## config.mk

```make
export PLATFORM = sky130hd
export DESIGN_NAME = seven_segment_decoder_flat
export DESIGN_NICKNAME = d
export VERILOG_FILES = /design/src/rtl/seven_segment_decoder_if.sv /design/src/rtl/seven_segment_decoder.sv /design/src/flat_wrapper.sv
export SDC_FILE = /design/constraint.sdc
export NUM_CORES = 1
export LEC_CHECK = 0
export BUFFER_PORTS_ARGS = -buffer_cell sky130_fd_sc_hd__buf_2
export CAP_MARGIN = 20
export CORE_ASPECT_RATIO = 1.5
export CORE_MARGIN = 2
export CORE_UTILIZATION = 44
export DETAILED_ROUTE_END_ITERATION = 16
export PLACE_DENSITY_LB_ADDON = 0.1
export REMOVE_ABC_BUFFERS = 1
export SLEW_MARGIN = 15
export SYNTH_ARGS = -nofsm -noshare
export SYNTH_HDL_FRONTEND = slang
export SYNTH_SLANG_ARGS = --single-unit
```

## constraint.sdc

```tcl
create_clock -name clk -period 3 [get_ports clk]
set_input_delay 0.9 -clock clk [delete_from_list [all_inputs] [get_ports clk]]
set_output_delay 0.9 -clock clk [all_outputs]
set_load 0.01 [all_outputs]
```

## src/rtl/seven_segment_decoder_if.sv

```systemverilog
// Display-bus sample inputs and decoded frame outputs of the seven-segment readback monitor.
interface seven_segment_decoder_if #(
  parameter int unsigned NUM_DIGITS = 4
);
  logic                    sample_en;
  logic [6:0]              seg_in;
  logic [NUM_DIGITS-1:0]   dig_sel;
  logic                    err_clr;
  logic [4*NUM_DIGITS-1:0] digits_out;
  logic                    frame_valid;
  logic                    pattern_err;
  logic                    sel_err;

  modport master (
    output sample_en, seg_in, dig_sel, err_clr,
    input  digits_out, frame_valid, pattern_err, sel_err
  );

  modport slave (
    input  sample_en, seg_in, dig_sel, err_clr,
    output digits_out, frame_valid, pattern_err, sel_err
  );
endinterface

```

## src/rtl/seven_segment_decoder.sv

```systemverilog
// Recovers BCD digits from a multiplexed seven-segment bus: debounces each
// {segments, digit select} pattern and publishes a full frame atomically.
module seven_segment_decoder #(
  parameter int unsigned NUM_DIGITS = 4,
  parameter int unsigned STABLE_CNT = 3
) (
  input  logic clk,
  input  logic reset,
  seven_segment_decoder_if.slave bus
);
  localparam int unsigned CW = $clog2(STABLE_CNT + 1);
  localparam int unsigned DW = 4 * NUM_DIGITS;
  localparam logic [CW-1:0] STABLE_V = CW'(STABLE_CNT);

  // Returns {unrecognised, code}.
  function automatic logic [4:0] decode(input logic [6:0] s);
    case (s)
      7'h3F:   decode = 5'h00;
      7'h03:   decode = 5'h01;
      7'h6D:   decode = 5'h02;
      7'h67:   decode = 5'h03;
      7'h53:   decode = 5'h04;
      7'h76:   decode = 5'h05;
      7'h7E:   decode = 5'h06;
      7'h23:   decode = 5'h07;
      7'h7F:   decode = 5'h08;
      7'h77:   decode = 5'h09;
      7'h00:   decode = 5'h0F;
      7'h40:   decode = 5'h0E;
      default: decode = 5'h1E;
    endcase
  endfunction

  logic [6:0]            prev_seg, prev_seg_nxt;
  logic [NUM_DIGITS-1:0] prev_sel, prev_sel_nxt;
  logic [CW-1:0]         cnt, cnt_nxt, cnt_new;
  logic [DW-1:0]         shadow, shadow_nxt;
  logic [NUM_DIGITS-1:0] mask, mask_nxt;
  logic [DW-1:0]         digits_q, digits_nxt;
  logic                  frame_q, frame_nxt;
  logic                  perr_q, perr_nxt, perr_set;
  logic                  serr_q, serr_nxt, serr_set;
  logic                  same, commit, onehot, multi;
  logic [4:0]            dec;

  assign same    = (bus.seg_in == prev_seg) && (bus.dig_sel == prev_sel);
  assign cnt_new = same ? ((cnt == STABLE_V) ? cnt : cnt + CW'(1)) : CW'(1);
  // A saturated run of identical samples must not commit again.
  assign commit  = bus.sample_en && (cnt_new == STABLE_V) && !(same && (cnt == STABLE_V));
  assign onehot  = $onehot(bus.dig_sel);
  assign multi   = (bus.dig_sel != '0) && !onehot;
  assign dec     = decode(bus.seg_in);

  always_comb begin
    prev_seg_nxt = prev_seg;
    prev_sel_nxt = prev_sel;
    cnt_nxt      = cnt;
    shadow_nxt   = shadow;
    mask_nxt     = mask;
    digits_nxt   = digits_q;
    frame_nxt    = 1'b0;
    perr_set     = 1'b0;
    serr_set     = 1'b0;
    if (bus.sample_en) begin
      prev_seg_nxt = bus.seg_in;
      prev_sel_nxt = bus.dig_sel;
      cnt_nxt      = cnt_new;
    end
    if (commit && onehot) begin
      for (int unsigned i = 0; i < NUM_DIGITS; i++) begin
        if (bus.dig_sel[i]) shadow_nxt[4*i +: 4] = dec[3:0];
      end
      mask_nxt = mask | bus.dig_sel;
      perr_set = dec[4];
      if (&mask_nxt) begin
        digits_nxt = shadow_nxt;
        frame_nxt  = 1'b1;
        mask_nxt   = '0;
      end
    end else if (commit && multi) begin
      serr_set = 1'b1;
    end
    perr_nxt = (perr_q && !bus.err_clr) || perr_set;
    serr_nxt = (serr_q && !bus.err_clr) || serr_set;
  end

  always_ff @(posedge clk or posedge reset) begin
    if (reset) begin
      prev_seg <= '0;
      prev_sel <= '0;
      cnt      <= '0;
      shadow   <= '1;
      mask     <= '0;
      digits_q <= '1;
      frame_q  <= 1'b0;
      perr_q   <= 1'b0;
      serr_q   <= 1'b0;
    end else begin
      prev_seg <= prev_seg_nxt;
      prev_sel <= prev_sel_nxt;
      cnt      <= cnt_nxt;
      shadow   <= shadow_nxt;
      mask     <= mask_nxt;
      digits_q <= digits_nxt;
      frame_q  <= frame_nxt;
      perr_q   <= perr_nxt;
      serr_q   <= serr_nxt;
    end
  end

  assign bus.digits_out  = digits_q;
  assign bus.frame_valid = frame_q;
  assign bus.pattern_err = perr_q;
  assign bus.sel_err     = serr_q;
endmodule
```

## src/flat_wrapper.sv

```systemverilog
// flat-port wrapper written by rule: the top's interface ports become plain ports
module seven_segment_decoder_flat 
#(
  parameter int unsigned NUM_DIGITS = 4,
  parameter int unsigned STABLE_CNT = 3
)
  (clk, reset, bus_sample_en, bus_seg_in, bus_dig_sel, bus_err_clr, bus_digits_out, bus_frame_valid, bus_pattern_err, bus_sel_err);
  seven_segment_decoder_if #(.NUM_DIGITS(NUM_DIGITS)) bus_i ();
  input  logic clk;
  input  logic reset;
  input wire logic [$bits(bus_i.sample_en)-1:0] bus_sample_en;
  input wire logic [$bits(bus_i.seg_in)-1:0] bus_seg_in;
  input wire logic [$bits(bus_i.dig_sel)-1:0] bus_dig_sel;
  input wire logic [$bits(bus_i.err_clr)-1:0] bus_err_clr;
  output wire logic [$bits(bus_i.digits_out)-1:0] bus_digits_out;
  output wire logic [$bits(bus_i.frame_valid)-1:0] bus_frame_valid;
  output wire logic [$bits(bus_i.pattern_err)-1:0] bus_pattern_err;
  output wire logic [$bits(bus_i.sel_err)-1:0] bus_sel_err;
  assign bus_i.sample_en = bus_sample_en;
  assign bus_i.seg_in = bus_seg_in;
  assign bus_i.dig_sel = bus_dig_sel;
  assign bus_i.err_clr = bus_err_clr;
  assign bus_digits_out = bus_i.digits_out;
  assign bus_frame_valid = bus_i.frame_valid;
  assign bus_pattern_err = bus_i.pattern_err;
  assign bus_sel_err = bus_i.sel_err;
  seven_segment_decoder #(.NUM_DIGITS(NUM_DIGITS), .STABLE_CNT(STABLE_CNT)) u_core (.clk(clk), .reset(reset), .bus(bus_i));
endmodule
```

==> results of run 1 <==
==> placed cells by master (no fill, tap or decap), types with 6 or more instances in the layout <==
master / instances
buf_2: 29
dfrtp_1: 20
nand2_1: 6
buf_4: 28
o31ai_4: 7
nor2_1: 25
mux2_2: 27
mux2_4: 8
xnor2_1: 12
dfstp_2: 32
a21oi_1: 19
==> sequential cells by signal, summed over array words and instances, names as in the netlist <==
register and cells:
u_core.prev_seg 7, u_core.bus.pattern_err 1, u_core.mask 4, u_core.cnt 2, u_core.prev_sel 4, u_core.bus.sel_err 1, u_core.bus.frame_valid 1, u_core.shadow 16
u_core.bus.digits_out 16
==> worst max-delay path, cell delays in order <==
cell     delay (ns)
buf_8          0.10
inv_6          0.05
ha_4           0.20
ha_4           0.15
fa_1           0.49
nor2_2         0.15
nand3_2        0.09
or3_4          0.39
or2_4          0.29
buf_12         0.17
o31ai_2        0.23
==> routing by layer <==
metal	vias to the layer above	global-route usage
li1	984	-
met4	0	0.07846
met2	36	0.3488
met3	8	0.03352
met5	-	0
met1	1001	0.2694
==> final cells by class <==
class,count,area (sq um),area share
repair inverters,1,6.256,0.001823
inverters,9,56.30,0.01641
flip-flops and latches,52,1341,0.3908
repair buffers,62,427.9,0.1247
clock inverters,3,22.52,0.006562
multi-input cells,167,1416,0.4127
clock buffers,5,68.82,0.02005
well taps,74,92.59,0.02698
==> final timing paths <==
path                                start  slack, ns                         to  depth (start not counted)
max                        bus_dig_sel[0]       0.01  u_core.bus.digits_out[11]                         11
min                        u_core.mask[3]       0.52             u_core.mask[3]                          2
max reg2reg                 u_core.cnt[0]       1.06  u_core.bus.digits_out[11]                          6
min reg2reg                u_core.mask[3]       0.52             u_core.mask[3]                          2
max in group asynchronous           reset       1.59  u_core.bus.digits_out[15]                          3
min in group asynchronous           reset       0.71         u_core.prev_sel[2]                          2
==> cells by family after synthesis <==
family / count (synthesis) / synth area share
flops: 52 / 0.4908
simple gates: 61 / 0.1145
xor+xnor: 12 / 0.03846
compound gates: 53 / 0.1236
mux: 35 / 0.1511
fa+ha+maj: 6 / 0.03022
buf+inv: 28 / 0.05128
==> where the power goes <==
group	leakage, nW	switching, mW	internal, mW
registers	0.578	0.0103	0.719
clock network	0.0485	0.250	0.168
logic	0.848	0.101	0.0877
total	1.47	0.361	0.974
==> timing repair <==
| action | 4_1_cts | 5_1_grt |
|---|---|---|
| resized for setup | 11 | 41 |
| buffers inserted | 4 | 3 |
| hold endpoints to repair | 0 | 0 |
| endpoints found under the setup margin | 16 | 37 |
| pin swaps | 7 | 13 |
| cloned | 1 | 0 |
==> impl_metrics.py, run 1 <==
metrics = {
    "timing": {
        "fin_ws_ns": 0.01451,
        "slew_headroom": 0.5083,
        "fmax_mhz": 335.0,
        "maxSlewViolCount": 0,
        "setup_tns_ns": 0,
        "period_minus_slack_ns": 2.985,
        "worstMarginPinSlew_ns": 0.7261,
        "fin_skew_ns": 0.007971,
        "post-route-period-util": 0.9952,
        "whs_ns": 0.5190,
        "hold_viol": 0,
        "grt_setup_unrepaired": "true",
        "setup-violations-final": 0,
    },
    "setup_path": {
        "startpoint_type": "primary input",
        "critPathCaptureType": "flip-flop",
        "critPathArrivalTime_ns": 3.23,
        "path_class": "in2reg",
        "critPathMaxFanout": 8,
        "required_ns": 3.24,
    },
    "floorplanning": {
        "dieArea_sq_mm": 0.006870,
        "initial_core_util": 0.4489,
        "die_h_microns": 100.5,
        "die_w_microns": 68.35,
        "rows": 35,
        "io_pins": 34,
        "coreArea_sq_mm": 0.006087,
    },
    "placement": {
        "pre_cts_ws_ns": -0.4657,
        "place_congestion": 0.8084,
        "postPlaceCellArea_sq_mm": 0.003054,
        "io_buffers": 33,
        "dp_hpwl_microns": 4609,
        "dp_cells": 357,
    },
    "global_route": {
        "grt_antenna_before_repair": 0,
        "grt_pass1_wl_microns": 10500,
        "grt_start_max_net_pins": 35,
        "grtUsageTotal": 0.2098,
        "grt_pass1_vias": 2043,
        "gr-total-overflow": 0,
    },
    "logic_synthesis": {
        "syn_inst": 247,
        "synthArstFlopShare": 1.000,
        "synth_top_cell_by_area": "dfstp_2",
        "synth_common_cells": "32 x dfstp_2, 30 x mux2_2, 26 x nor2_1, 20 x dfrtp_1, 19 x a21oi_1",
        "synth_cell_type_count": 45,
        "ys_seq_elements": 52,
        "synth_area_leaders": "dfstp_2 31%, dfrtp_1 18%, mux2_2 12%, xnor2_1 3.8%, nor2_1 3.6%",
        "synth_top_cell_area_share": 0.3077,
        "yosysWarningCount": 0,
        "synth-main-ff-cell": "dfstp_2",
        "syn_area_sq_mm": 0.002733,
        "synth_most_common_cell": "dfstp_2",
        "synth_edf_count": 0,
        "avgSynthCellArea_sq_um": 11.06,
        "yosysSeqAreaShare": 0.4908,
    },
    "layout": {
        "instances_no_fill": 373,
        "utilization": 0.5638,
        "final_cell_area_sq_mm": 0.003432,
        "layout-drive-gt1-share": 0.5385,
        "n_antenna_cell": 0,
        "fillCellCount": 552,
        "area_growth_syn_to_layout_pct": 25.60,
        "fin_nets": 319,
    },
    "clock_network": {
        "cts_root_buf": "clkbuf_8",
        "cts.path.max_buffers": 2,
        "cts_tree": "built",
        "holdBufCountCts": 0,
        "cts_buffers": 5,
        "cts.sink_count": 52,
        "h-tree-depth": 2,
        "clock_latency_ns": 0.31,
        "path_clk_slew_ns": 0.10,
    },
    "drt": {
        "drc": 0,
        "wirelength_microns": 6375,
        "routed.top_layer": "met4",
        "drt-pass1-iter-count": 4,
        "dr_wl_met2_microns": 3381,
        "wire_per_inst_microns": 17.09,
        "met1Wirelength_microns": 2733,
        "met3_length_microns": 153,
        "vias_per_cell": 5.440,
        "ant_nets": 0,
        "vias": 2029,
        "drt_iter0_drc": 57,
    },
    "power": {
        "finalPower_mw": 1.336,
        "irDropWorstVdd_uv": 243.7,
        "powerDensity_mw_per_mm2": 389.2,
        "leakagePower_nw": 1.474,
    },
    "status": {
        "status": "complete, no violations",
    },
    "worst_hold_path": {
        "hp-class": "reg2reg",
    },
    "flow_run": {
        "cap_violations": 0,
    },
}
(Power assumes the default switching activity.)
==> run 2: changes to the inputs <==
--- a/config.mk
+++ b/config.mk
@@ -11,7 +11,7 @@
 export CORE_MARGIN = 2
 export CORE_UTILIZATION = 44
 export DETAILED_ROUTE_END_ITERATION = 16
-export PLACE_DENSITY_LB_ADDON = 0.1
+export PLACE_DENSITY = 0.73
 export REMOVE_ABC_BUFFERS = 1
 export SLEW_MARGIN = 15
 export SYNTH_ARGS = -nofsm -noshare
==> impl_metrics.py, run 2 (synthesis results as in run 1) <==
metrics = {
    "status": {
        "status": "complete, but fails checks",
        "violations": "setup timing",
    },
    "layout": {
        "instances_no_fill": 365,
        "n_antenna_cell": 0,
        "fillCellCount": 494,
        "fin_nets": 311,
        "final_cell_area_sq_mm": 0.003442,
        "area_growth_syn_to_layout_pct": 25.96,
        "mostFrequentLayoutCell": "dfstp_2",
        "layout-drive-gt1-share": 0.5430,
        "layout_common_cells": "32 x dfstp_2, 29 x buf_2, 27 x mux2_2",
        "utilization": 0.5655,
    },
    "setup_path": {
        "path_class": "in2reg",
        "critPathCaptureType": "flip-flop",
        "worst_path_most_repeated_cell": "ha_4",
        "timing.critical_path.slowest_stage_cell": "fa_1",
        "critPathArrivalTime_ns": 3.27,
        "required_ns": 3.24,
        "startpoint_type": "primary input",
        "critPathMaxFanout": 5,
        "cpPeakStageDelay_ns": 0.46,
        "path_cells": "buf_6 > inv_4 > ha_4 > ha_4 > fa_1 > nor2_2 > nand3_2 > or3_4 > or2_4 > inv_8 > mux2_4",
    },
    "power": {
        "switching_share": 0.2729,
        "pwr-share-clk": 0.314,
        "leakagePower_nw": 1.486,
        "p_int_uw": 972.1,
        "power_switching_uw": 364.9,
        "irDropWorstVdd_uv": 405.4,
        "seqPwrFrac": 0.546,
        "powerDensity_mw_per_mm2": 388.4,
        "combPwrFrac": 0.140,
    },
    "clock_network": {
        "h-tree-depth": 2,
        "holdBufCountCts": 0,
        "cts.sink_count": 52,
        "path_clk_slew_ns": 0.10,
        "cts_buffers": 5,
        "cts.path.max_buffers": 2,
        "clock_latency_ns": 0.31,
        "cts_root_buf": "clkbuf_8",
        "cts_tree": "built",
    },
    "timing": {
        "worstMarginPinSlew_ns": 0.7683,
        "post-route-period-util": 1.010,
        "period_minus_slack_ns": 3.030,
        "setup_tns_ns": -0.1680,
        "setup-violations-final": 8,
        "maxSlewViolCount": 0,
        "fin_ws_ns": -0.03010,
        "fin_skew_ns": 0.01203,
        "grt_setup_unrepaired": "true",
        "hold_viol": 0,
        "slew_headroom": 0.4870,
        "fmax_mhz": 330.0,
    },
    "global_route": {
        "grt_antenna_before_repair": 0,
        "gr-total-overflow": 0,
        "grt_start_max_net_pins": 37,
        "grt_pass1_vias": 2080,
        "grt_pass1_wl_microns": 10140,
        "grtUsageTotal": 0.1967,
    },
    "placement": {
        "io_buffers": 33,
        "dp_hpwl_microns": 4535,
        "postPlaceCellArea_sq_mm": 0.003032,
        "dp_cells": 354,
        "pre_cts_ws_ns": -0.4650,
        "place_congestion": 0.8871,
    },
    "floorplanning": {
        "io_pins": 34,
        "die_w_microns": 68.35,
        "coreArea_sq_mm": 0.006087,
        "rows": 35,
        "dieArea_sq_mm": 0.006870,
        "initial_core_util": 0.4489,
        "die_h_microns": 100.5,
    },
    "drt": {
        "vias_per_cell": 5.690,
        "ant_nets": 0,
        "drt_iter0_drc": 121,
        "wire_per_inst_microns": 17.56,
        "drt-pass1-iter-count": 5,
        "drc": 0,
        "wirelength_microns": 6411,
        "vias": 2077,
    },
    "flow_run": {
        "cap_violations": 0,
    },
    "worst_hold_path": {
        "hp-class": "reg2reg",
    },
}
run 2: path summary, 6_finish.rpt:
| path | cells after the start | startpoint | end | slack [ns] |
|---|---|---|---|---|
| max in group asynchronous | 3 | reset | u_core.shadow[10] | 1.56 |
| worst max-delay path | 11 | bus_dig_sel[3] | u_core.bus.digits_out[0] | -0.03 |
| worst max register to register | 6 | u_core.prev_sel[1] | u_core.bus.digits_out[0] | 0.97 |
| min in group asynchronous | 2 | reset | u_core.cnt[0] | 0.72 |
| worst min-delay path | 2 | u_core.mask[0] | u_core.mask[0] | 0.51 |
| worst min register to register | 2 | u_core.mask[0] | u_core.mask[0] | 0.51 |
run 2: layer usage:
metal,vias up,GRT usage,part of all wire
li1,966,-,-
met1,1055,0.2366,0.39
met2,44,0.3316,0.56
met3,12,0.03352,0.027
met4,0,0.09692,0.023
met5,-,0,0
run 2: power groups by stage:
stage | clock network, mW | registers [mW] | logic [mW]
3_3_place_gp | 0 | 0.740 | 0.152
3_5_place_dp | 0 | 0.741 | 0.155
5_1_grt | 0.452 | 0.732 | 0.206
6_report | 0.420 | 0.730 | 0.187
4_1_cts | 0.426 | 0.730 | 0.157
2_1_floorplan | 0 | 0.739 | 0.0887
run 2: area by class of cell:
type | instances | area (sq um) | area share
multi-input cells | 167 | 1466 | 0.4260
flip-flops and latches | 52 | 1341 | 0.3897
repair buffers | 54 | 382.9 | 0.1112
well taps | 74 | 92.59 | 0.02690
clock buffers | 5 | 68.82 | 0.01999
inverters | 9 | 56.30 | 0.01636
clock inverters | 3 | 25.02 | 0.007270
repair inverters | 1 | 8.758 | 0.002545
run 2: critical path, delay by kind of cell:
kind	cells	cell delay, ns
AND/OR/NAND/NOR	4	0.99
multiplexers	1	0.30
adder cells (fa/ha/maj)	3	0.80
buffers and inverters	3	0.26
run 2: what timing repair did:
item                                    4_1_cts  5_1_grt
setup buffers                                 1        1
endpoints found under the setup margin       20       37
gates cloned                                  1        0
pin swaps                                     7       17
resized for setup                            10       58
run 2: through the flow:
| stage | hold WS (ns) | total power [mW] |
|---|---|---|
| 6_report | 0.5086 | 1.337 |
| 5_1_grt | 0.5504 | 1.390 |
| 4_1_cts | 0.5028 | 1.312 |
| 3_5_place_dp | 0.4875 | 0.8964 |
| 3_3_place_gp | 0.4801 | 0.8915 |
| 2_1_floorplan | 0.4634 | 0.8276 |
==> run 3: changes to the inputs <==
--- a/config.mk
+++ b/config.mk
@@ -11,6 +11,7 @@
 export CORE_MARGIN = 2
 export CORE_UTILIZATION = 44
 export DETAILED_ROUTE_END_ITERATION = 16
+export MAX_ROUTING_LAYER = met4
 export PLACE_DENSITY = 0.73
 export REMOVE_ABC_BUFFERS = 1
 export SLEW_MARGIN = 15
==> impl_metrics.py, run 3 (synthesis results as in run 1) <==
metrics = {
    "placement": {
        "pre_cts_ws_ns": -0.4650,
        "dp_hpwl_microns": 4535,
        "io_buffers": 33,
        "postPlaceCellArea_sq_mm": 0.003032,
        "place_congestion": 0.9020,
    },
    "clock_network": {
        "path_clk_slew_ns": 0.10,
        "h-tree-depth": 2,
        "cts.path.max_buffers": 2,
        "cts_tree": "built",
        "cts_buffers": 5,
        "cts.sink_count": 52,
        "cts_root_buf": "clkbuf_8",
        "clock_latency_ns": 0.31,
    },
    "setup_path": {
        "timing.critical_path.slowest_stage_cell": "fa_1",
        "reg2reg_depth": 6,
        "worst_path_most_repeated_cell": "ha_4",
        "r2r-start": "u_core.prev_sel[1]",
        "rr_endpoint": "u_core.bus.digits_out[0]",
        "cp_top_family": "simple AND/OR/NAND/NOR gates",
        "required_ns": 3.24,
        "critPathCaptureType": "flip-flop",
        "crit_buf_inv": 3,
        "critPathMaxFanout": 5,
        "path_cells": "buf_6 > inv_4 > ha_4 > ha_4 > fa_1 > nor2_2 > nand3_2 > or3_4 > or2_4 > inv_8 > mux2_4",
        "r2r_slack_ns": 0.97,
        "startpoint_type": "primary input",
        "critPathArrivalTime_ns": 3.26,
        "cp-startpoint": "bus_dig_sel[3]",
        "cpPeakStageDelay_ns": 0.46,
        "path_class": "in2reg",
    },
    "power": {
        "power_switching_uw": 365.8,
        "powerDensity_mw_per_mm2": 388.7,
        "irDropWorstVdd_uv": 411.8,
        "switching_share": 0.2734,
        "pwr-share-clk": 0.315,
        "leakagePower_nw": 1.486,
        "seqPwrFrac": 0.546,
        "p_int_uw": 972.1,
        "combPwrFrac": 0.139,
        "finalPower_mw": 1.338,
    },
    "floorplanning": {
        "die_h_microns": 100.5,
        "initial_core_util": 0.4489,
        "io_pins": 34,
        "dieArea_sq_mm": 0.006870,
        "die_w_microns": 68.35,
        "rows": 35,
        "coreArea_sq_mm": 0.006087,
    },
    "drt": {
        "ant_nets": 0,
        "drt-pass1-iter-count": 4,
        "wire_per_inst_microns": 17.67,
        "vias": 2085,
        "drc": 0,
        "wirelength_microns": 6450,
        "drt_iter0_drc": 96,
        "vias_per_cell": 5.712,
    },
    "status": {
        "violations": "setup timing",
        "status": "complete, but fails checks",
    },
    "global_route": {
        "grtUsageTotal": 0.2021,
        "grt_antenna_before_repair": 0,
        "grt_start_max_net_pins": 37,
        "grt_pass1_vias": 2073,
        "gr-total-overflow": 0,
        "grt_pass1_wl_microns": 10120,
    },
    "timing": {
        "post-route-period-util": 1.008,
        "setup-violations-final": 8,
        "slew_headroom": 0.4819,
        "setup_tns_ns": -0.1399,
        "fmax_mhz": 330.7,
        "fin_skew_ns": 0.007694,
        "hold_viol": 0,
        "worstMarginPinSlew_ns": 0.7761,
        "fin_ws_ns": -0.02389,
        "period_minus_slack_ns": 3.024,
        "maxSlewViolCount": 0,
        "grt_setup_unrepaired": "true",
    },
    "layout": {
        "final_cell_area_sq_mm": 0.003442,
        "area_growth_syn_to_layout_pct": 25.96,
        "layout_common_cells": "32 x dfstp_2, 29 x buf_2, 27 x mux2_2",
        "fillCellCount": 494,
        "layout-drive-gt1-share": 0.5430,
        "mostFrequentLayoutCell": "dfstp_2",
        "n_antenna_cell": 0,
        "fin_nets": 311,
        "utilization": 0.5655,
    },
    "worst_hold_path": {
        "hp-class": "reg2reg",
        "holdPathEnd": "u_core.mask[0]",
        "min_from": "u_core.mask[0]",
        "whs_path_depth": 2,
    },
    "flow_run": {
        "cap_violations": 0,
    },
}
-- run 3: cell counts in the layout (fill, tap and decap cells not counted) --
Identical to the previous run, type by type.
-- run 3: how the worst max path moves through the flow --
stage / end / slack [ns] / cells past startpoint
after CTS: u_core.bus.digits_out[4] / -0.004 / 11
after global placement: u_core.bus.digits_out[2] / -0.43 / 11
after global routing: u_core.bus.digits_out[6] / -0.08 / 11
after detailed placement: u_core.bus.digits_out[0] / -0.46 / 11
after floorplan: u_core.bus.digits_out[0] / -0.43 / 10
final: u_core.bus.digits_out[0] / -0.02 / 11
-- run 3: per-stage QoR --
step / cells / hold WS (ns)
final: 365 / 0.5118
after global routing: 365 / 0.5504
after CTS: 364 / 0.5028
after detailed placement: 354 / 0.4875
after global placement: 354 / 0.4801
after floorplan: 228 / 0.4634
-- run 3: power groups by stage --
stage	combinational [mW]	sequential [mW]	clock (mW)
floorplan	0.0887	0.739	0
global placement	0.152	0.740	0
detailed placement	0.155	0.741	0
CTS	0.157	0.730	0.426
global route	0.206	0.732	0.452
finish	0.187	0.730	0.421
-- run 3: area by class of cell --
class                   instances  area (sq um)  share of cell area
multi-input cells             167          1466              0.4260
inverters                       9         56.30             0.01636
clock inverters                 3         25.02            0.007270
clock buffers                   5         68.82             0.01999
repair inverters                1         8.758            0.002545
repair buffers                 54         382.9              0.1112
well taps                      74         92.59             0.02690
flip-flops and latches         52          1341              0.3897
-- run 3: layer usage --
layer  vias to the layer above  routed length, microns  share of wire  track usage
met5                         -                       0              0            -
li1                        971                       -              -            -
met1                      1047                    2504           0.39       0.2366
met2                        55                    3590           0.56       0.3316
met3                        12                     216          0.033      0.03240
met4                         0                     139          0.022      0.09692
-- run 3: repair_timing --
action / 4_1_cts / 5_1_grt
resized for setup: 10 / 58
buffers inserted: 1 / 1
hold buffers: 0 / 0
pin swaps: 7 / 17
gates cloned: 1 / 0
endpoints found under the setup margin: 20 / 37
-- run 3: worst min-delay path: cells and delay by family, from the launching register on --
family	cells	cell delay [ns]
simple gates	1	0.08
flops	1	0.36
compound gates	1	0.04
